## config.mk

```make
export PLATFORM = sky130hd
export DESIGN_NAME = vram_arbiter
export DESIGN_NICKNAME = d
export VERILOG_FILES = /design/src/rtl/atari_2000_pkg.sv /design/src/rtl/vram_arbiter.sv
export SDC_FILE = /design/constraint.sdc
export NUM_CORES = 1
export LEC_CHECK = 0
export ABC_AREA = 1
export CAP_MARGIN = 15
export CORE_MARGIN = 3
export CORE_UTILIZATION = 42
export CTS_CLUSTER_DIAMETER = 40
export DETAILED_ROUTE_END_ITERATION = 7
export PLACE_DENSITY_LB_ADDON = 0.3
export SLEW_MARGIN = 15
export SYNTH_ARGS = -nofsm -noshare
export SYNTH_HDL_FRONTEND = slang
export SYNTH_SLANG_ARGS = --single-unit
```

## constraint.sdc

```tcl
create_clock -name clk -period 1.95 [get_ports clk]
set_input_delay 0.4875 -clock clk [delete_from_list [all_inputs] [get_ports clk]]
set_output_delay 0.4875 -clock clk [all_outputs]
set_load 0.03 [all_outputs]
```

## src/rtl/atari_2000_pkg.sv

```systemverilog
// Shared definitions for the atari_2000 video RAM path.
// Grant-state encoding and default RAM geometry.
package atari_2000_pkg;

    localparam int DEF_ADDR_WIDTH = 12;
    localparam int DEF_DATA_WIDTH = 8;

    typedef enum logic [1:0] {
        ST_IDLE = 2'd0,
        ST_VID  = 2'd1,
        ST_CPU  = 2'd2
    } gnt_state_t;

endpackage

```

## src/rtl/vram_arbiter.sv

```systemverilog
// Single-port VRAM arbiter: video has priority, CPU is protected
// from starvation by a saturating counter of consecutive video wins.
module vram_arbiter
    import atari_2000_pkg::*;
#(
    parameter int ADDR_WIDTH   = DEF_ADDR_WIDTH,
    parameter int DATA_WIDTH   = DEF_DATA_WIDTH,
    parameter int STARVE_LIMIT = 4
) (
    input  logic                  clk,
    input  logic                  reset,
    input  logic                  vid_req,
    input  logic [ADDR_WIDTH-1:0] vid_addr,
    output logic                  vid_ack,
    output logic [DATA_WIDTH-1:0] vid_rdata,
    output logic                  vid_rvalid,
    input  logic                  cpu_req,
    input  logic                  cpu_we,
    input  logic [ADDR_WIDTH-1:0] cpu_addr,
    input  logic [DATA_WIDTH-1:0] cpu_wdata,
    output logic                  cpu_ack,
    output logic [DATA_WIDTH-1:0] cpu_rdata,
    output logic                  cpu_rvalid,
    output logic                  ram_en,
    output logic                  ram_we,
    output logic [ADDR_WIDTH-1:0] ram_addr,
    output logic [DATA_WIDTH-1:0] ram_wdata,
    input  logic [DATA_WIDTH-1:0] ram_rdata,
    output logic                  cpu_starved
);

    localparam int CW = $clog2(STARVE_LIMIT + 1);

    gnt_state_t    state, state_d;
    logic [CW-1:0] starve_cnt, starve_cnt_d;
    logic          rd_vid, rd_cpu;

    assign cpu_starved = (starve_cnt == CW'(STARVE_LIMIT));

    always_comb begin
        vid_ack      = 1'b0;
        cpu_ack      = 1'b0;
        state_d      = ST_IDLE;
        starve_cnt_d = starve_cnt;
        if (reset) begin
            priority case (1'b1)
                cpu_req && (!vid_req || cpu_starved): begin
                    cpu_ack = 1'b1;
                    state_d = ST_CPU;
                end
                vid_req: begin
                    vid_ack = 1'b1;
                    state_d = ST_VID;
                end
                default: ;
            endcase
        end
        if (!cpu_req || cpu_ack)
            starve_cnt_d = '0;
        else if (vid_ack && !cpu_starved)
            starve_cnt_d = starve_cnt + 1'b1;
    end

    always_ff @(posedge clk or negedge reset) begin
        if (!reset) begin
            state      <= ST_IDLE;
            starve_cnt <= '0;
        end else begin
            state      <= state_d;
            starve_cnt <= starve_cnt_d;
        end
    end

    // RAM request stage: one cycle after the accept edge
    always_ff @(posedge clk or negedge reset) begin
        if (!reset) begin
            ram_en    <= 1'b0;
            ram_we    <= 1'b0;
            ram_addr  <= '0;
            ram_wdata <= '0;
        end else begin
            ram_en <= vid_ack | cpu_ack;
            ram_we <= 1'b0;
            if (cpu_ack) begin
                ram_we    <= cpu_we;
                ram_addr  <= cpu_addr;
                ram_wdata <= cpu_wdata;
            end else if (vid_ack) begin
                ram_addr  <= vid_addr;
            end
        end
    end

    // state names the owner of the access now on the RAM port
    always_ff @(posedge clk or negedge reset) begin
        if (!reset) begin
            rd_vid     <= 1'b0;
            rd_cpu     <= 1'b0;
            vid_rvalid <= 1'b0;
            cpu_rvalid <= 1'b0;
            vid_rdata  <= '0;
            cpu_rdata  <= '0;
        end else begin
            rd_vid     <= (state == ST_VID) && !ram_we;
            rd_cpu     <= (state == ST_CPU) && !ram_we;
            vid_rvalid <= rd_vid;
            cpu_rvalid <= rd_cpu;
            if (rd_vid)
                vid_rdata <= ram_rdata;
            if (rd_cpu)
                cpu_rdata <= ram_rdata;
        end
    end

endmodule

```

## After elaboration in Yosys (flattened, before gate mapping)

Cells that the tools add are included.

- Add/subtract/negate cells: 1
- Equality and inequality tests: 3
- Mux-type cells: 13
- Bitwise logic cells: 1
- Reduce and logical (&&, ||, !) cells: 12

Operators with widths:

| operator | count |
|---|---|
| 2-to-1 mux 12 bit | 2 |
| 2-to-1 mux 1 bit | 7 |
| 2-to-1 mux 3 bit | 2 |
| logical AND 1 bit | 4 |
| zero test 1 bit | 4 |
| 2-to-1 mux 2 bit | 2 |
| nonzero test 2 bit | 2 |
| adder 3 x 1 -> 3 bit, second input constant | 1 |
| == test 3 bit, second input constant | 1 |
| == test 2 x 1 -> 1 bit, second input constant | 1 |
| == test 2 bit, second input constant | 1 |
| logical OR 1 bit | 2 |
| OR 1 bit | 1 |

- Bits in registers: 47
- Bits of input ports: 45
- Word-level logic and storage cells: 42

## Logic depth before layout (Yosys ltp)

- Word-level depth: 8
- Gate-level depth with buffers: 9
- Depth with buffers taken out: 8

## Worst setup path after synthesis

Ideal clock, no wire load.

- Kind: reg-to-output
- Start point: register starve_cnt[0]
- End point: output vid_ack
- Arrival: 1.434 ns
- Required time: 1.462 ns
- Setup slack: 0.028 ns
- Stages on the path, launching flop included: 7
- Buffers on the path: 1
- Cells stage by stage: dfrtp_1 -> inv_1 -> ha_1 -> nand2_2 -> nand2_4 -> buf_4 -> a21oi_1

- Word-level cells in the longest chain between the ends: 5

Ends and longest elaborated chain:

| item | line | text |
|---|---|---|
| start: declaration | vram_arbiter.sv:35 | `logic [CW-1:0] starve_cnt, starve_cnt_d;` |
| start signal: assignment | vram_arbiter.sv:70 | `starve_cnt <= starve_cnt_d;` |
| == test 3 bit | vram_arbiter.sv:38 | `assign cpu_starved = (starve_cnt == CW'(STARVE_LIMIT));` |
| logical OR 1 bit | vram_arbiter.sv:47 | `cpu_req && (!vid_req \|\| cpu_starved): begin` |
| logical AND 1 bit | vram_arbiter.sv:47 |  |
| 2-to-1 mux 1 bit | vram_arbiter.sv:46 | `priority case (1'b1)` |
| 2-to-1 mux 1 bit | vram_arbiter.sv:45 | `if (reset) begin` |
| end: declaration | vram_arbiter.sv:14 | `output logic vid_ack,` |

Every way passes these cells.

## Worst setup path in the final report

- Start point: register starve_cnt[0]
- End point: output cpu_ack

- Word-level cells in the longest chain between the ends: 5

Ends and longest elaborated chain:

| item | line | text |
|---|---|---|
| == test 3 bit | vram_arbiter.sv:38 |  |
| logical OR 1 bit | vram_arbiter.sv:47 |  |
| logical AND 1 bit | vram_arbiter.sv:47 |  |
| 2-to-1 mux 1 bit | vram_arbiter.sv:46 |  |
| 2-to-1 mux 1 bit | vram_arbiter.sv:45 |  |
| end: declaration | vram_arbiter.sv:21 | `output logic cpu_ack,` |

Every way passes these cells.

==> results.tsv <==
metric	value	unit
hold_path_class	input port to async pin	
yosysTopAreaCellShare	0.570	
final-hold-violation-count	0	
comb_power_share	0.337	
critical_path_class	flip-flop to output pin	
antenna_found_initial	0	
synth_area_leader_cell	dfrtp_1	
setup_ws	-24.6	ps
rsz0062_at_grt	yes	
pwr-share-clk	0.223	
multiInputGateArea	709	µm²
clkLatencyLatePin	290	ps
synth_compound_area_frac	0.0164	
synth_area	2060	µm²
port-buffer-count	87	
fin_nets	362	
cp.required	1460	ps
drtPass1Iterations	4	
arrival	1490	ps
die_y	76.1	µm
gp_congestion	0.787	
cts_buffers	5	
cts_buffer_depth	2	
max_slew.worst_pin.slew	395	ps
synth_area_leaders	dfrtp_1 (57%), nand2_1 (11%), mux2_2 (8.7%)	
fin_crit	1970	ps
ant_nets	0	
via_count	1784	
overflow	0	
r2r_slack	390	ps
viasPerCell	4.68	
tns	-24.6	ps
synthSimpleGateAreaFrac	0.213	
synth_cells	212	
insertedDiodeCount	0	
yosys_warnings	0	
grt_usage	0.174	
placed_cells	366	
synthToLayoutAreaGrowth	55.5	%
max_freq	0.506	GHz
grt_pass1_vias	1693	
final_common_cell	clkdlybuf4s50_1	
maxSlewViolCount	0	
ys_ff_latch	47	
p_sw_frac	0.324	
violations	setup timing	
cts-htree-levels	2	
layout-drive-gt1-share	0.177	
initial_core_util	0.455	
die_w	76.1	µm
nFillCells	372	
dpl_cell_area	3020	µm²
cts_tree	built	
synth_top_family_by_area	simple AND/OR/NAND/NOR gates	
initialDrtViolationCount	55	
crit_start	starve_cnt[0]$_DFFE_PN0P_	
yosysUniqueCellTypes	20	
reg2reg_from	starve_cnt[0]$_DFFE_PN0P_	
p_seq_frac	0.440	
stdcell_area	3210	µm²
finalNonFillerCells	381	
most-common-layout-cells	clkdlybuf4s50_1 (82), nand2_1 (63), dfrtp_1 (47), inv_1 (29), buf_4 (18)	
syn_avg_cell_area	9.74	µm²
power.internal	1830	µW
core-area	4530	µm²
leakage	0.00157	µW
max-slew-margin-rel	0.736	
crit_path_max_fanout	3	
yosys.area_share.adder	0.0121	
path_clk_slew	90	ps
grt_pass1_wl	8130	µm
ff_latch_area	1180	µm²
die_area	5790	µm²
power.net_switching	879	µW
cap_violations	0	
dp_hpwl	3610	µm
setup_violations	1	
rows	24	
synth-seq-area-share	0.570	
routedWlPerCell	12.7	µm
grt_max_degree	33	
ir_worst_vdd	0.000482	V
num_io_pins	88	
skew	5.19	ps
synth_nets	259	
synth.area.mux_share	0.0873	
p_per_area	844	nW/µm²
critPathLaunchType	flip-flop	
drc	0	
routed_wl	4860	µm
numClockSinks	47	
cts-root-buf	clkbuf_8	
status	finished, violations left	
power	2710	µW
fin_crit_sh	1.01	
synth-xor-area-share	0.00424	
end_kind	output pin	
-- metrics by stage --
step	worst slack (ps)	util	hold WS, ps
global placement	-146	0.667	414
finish	-24.6	0.708	113
detailed placement	-145	0.667	419
floorplan	28.4	-	192
CTS	-40.7	0.703	98.0
global route	-131	0.708	95.3
-- registers in the layout (all words and copies together) (netlist names) --
signal,flops
rd_vid,1
cpu_rdata,8
cpu_rvalid,1
rd_cpu,1
state,2
ram_we,1
ram_wdata,8
ram_en,1
vid_rvalid,1
ram_addr,12
vid_rdata,8
starve_cnt,3
-- metal layers --
| metal | wire (µm) | track usage | up-vias |
|---|---|---|---|
| li1 | - | - | 873 |
| met1 | 2060 | 0.214 | 833 |
| met2 | 2310 | 0.285 | 71 |
| met3 | 424 | 0.0697 | 7 |
| met4 | 57 | 0.0489 | 0 |
| met5 | 0 | 0 | - |
-- cell families (layout without fill, tap and decap cells) --
| kind of cell | after synthesis | after routing |
|---|---|---|
| flip-flops | 47 | 47 |
| AND/OR/NAND/NOR | 97 | 97 |
| adder cells (fa/ha/maj) | 2 | 2 |
| multiplexers | 16 | 16 |
| buffers and inverters | 43 | 147 |
| XOR/XNOR | 1 | 1 |
| AO/OA/AOI/OAI | 6 | 6 |
-- synthesized netlist by cell type --
cell,n
nand2_1,63
nand3_1,15
dfrtp_1,47
buf_2,4
o21ai_2,1
nand4_1,13
nand2_4,1
buf_6,2
nor3_1,1
ha_1,2
a21oi_1,2
o21ai_0,3
nand3_4,1
buf_4,5
nand2_2,1
nor2_1,2
inv_1,31
mux2_2,16
xnor2_1,1
inv_2,1
-- path summary, 6_finish.rpt --
| path | end | cells after the start |
|---|---|---|
| max | cpu_ack | 9 |
| min | ram_en$_DFF_PN0_ | 2 |
| max reg2reg | ram_addr[6]$_DFFE_PN0P_ | 11 |
| min reg2reg | rd_cpu$_DFF_PN0_ | 1 |
| max in group asynchronous | ram_addr[3]$_DFFE_PN0P_ | 3 |
| min in group clk | rd_cpu$_DFF_PN0_ | 1 |
-- repair_timing --
item	4_1_cts	5_1_grt
hold buffers	0	0
pin swaps	1	0
cloned	0	0
resized for setup	10	3
buffers inserted	5	2
setup endpoints to repair	3	3
-- layout make-up --
type / instances / share of cell area
clock buffers: 6 / 0.0257
flip-flops and latches: 47 / 0.366
clock inverters: 2 / 0.00507
multi-input cells: 122 / 0.221
inverters: 32 / 0.0374
repair buffers: 107 / 0.319
well taps: 65 / 0.0253
-- power groups by stage --
| stage | clock network (µW) | logic [µW] | registers (µW) |
|---|---|---|---|
| final | 605 | 912 | 1190 |
| after global placement | 0 | 890 | 1210 |
| after CTS | 631 | 917 | 1200 |
| after detailed placement | 0 | 905 | 1210 |
| after floorplan | 0 | 195 | 1480 |
| after global routing | 668 | 968 | 1210 |
-- critical path, stage by stage (launching register included) --
cell,delay [ps]
dfrtp_1,400
inv_2,80
ha_4,130
nand2_4,50
buf_6,120
nand2_4,60
buf_6,100
nand3_4,60
inv_2,70
buf_6,130
Note: power is estimated with default switching activity, not from simulation.
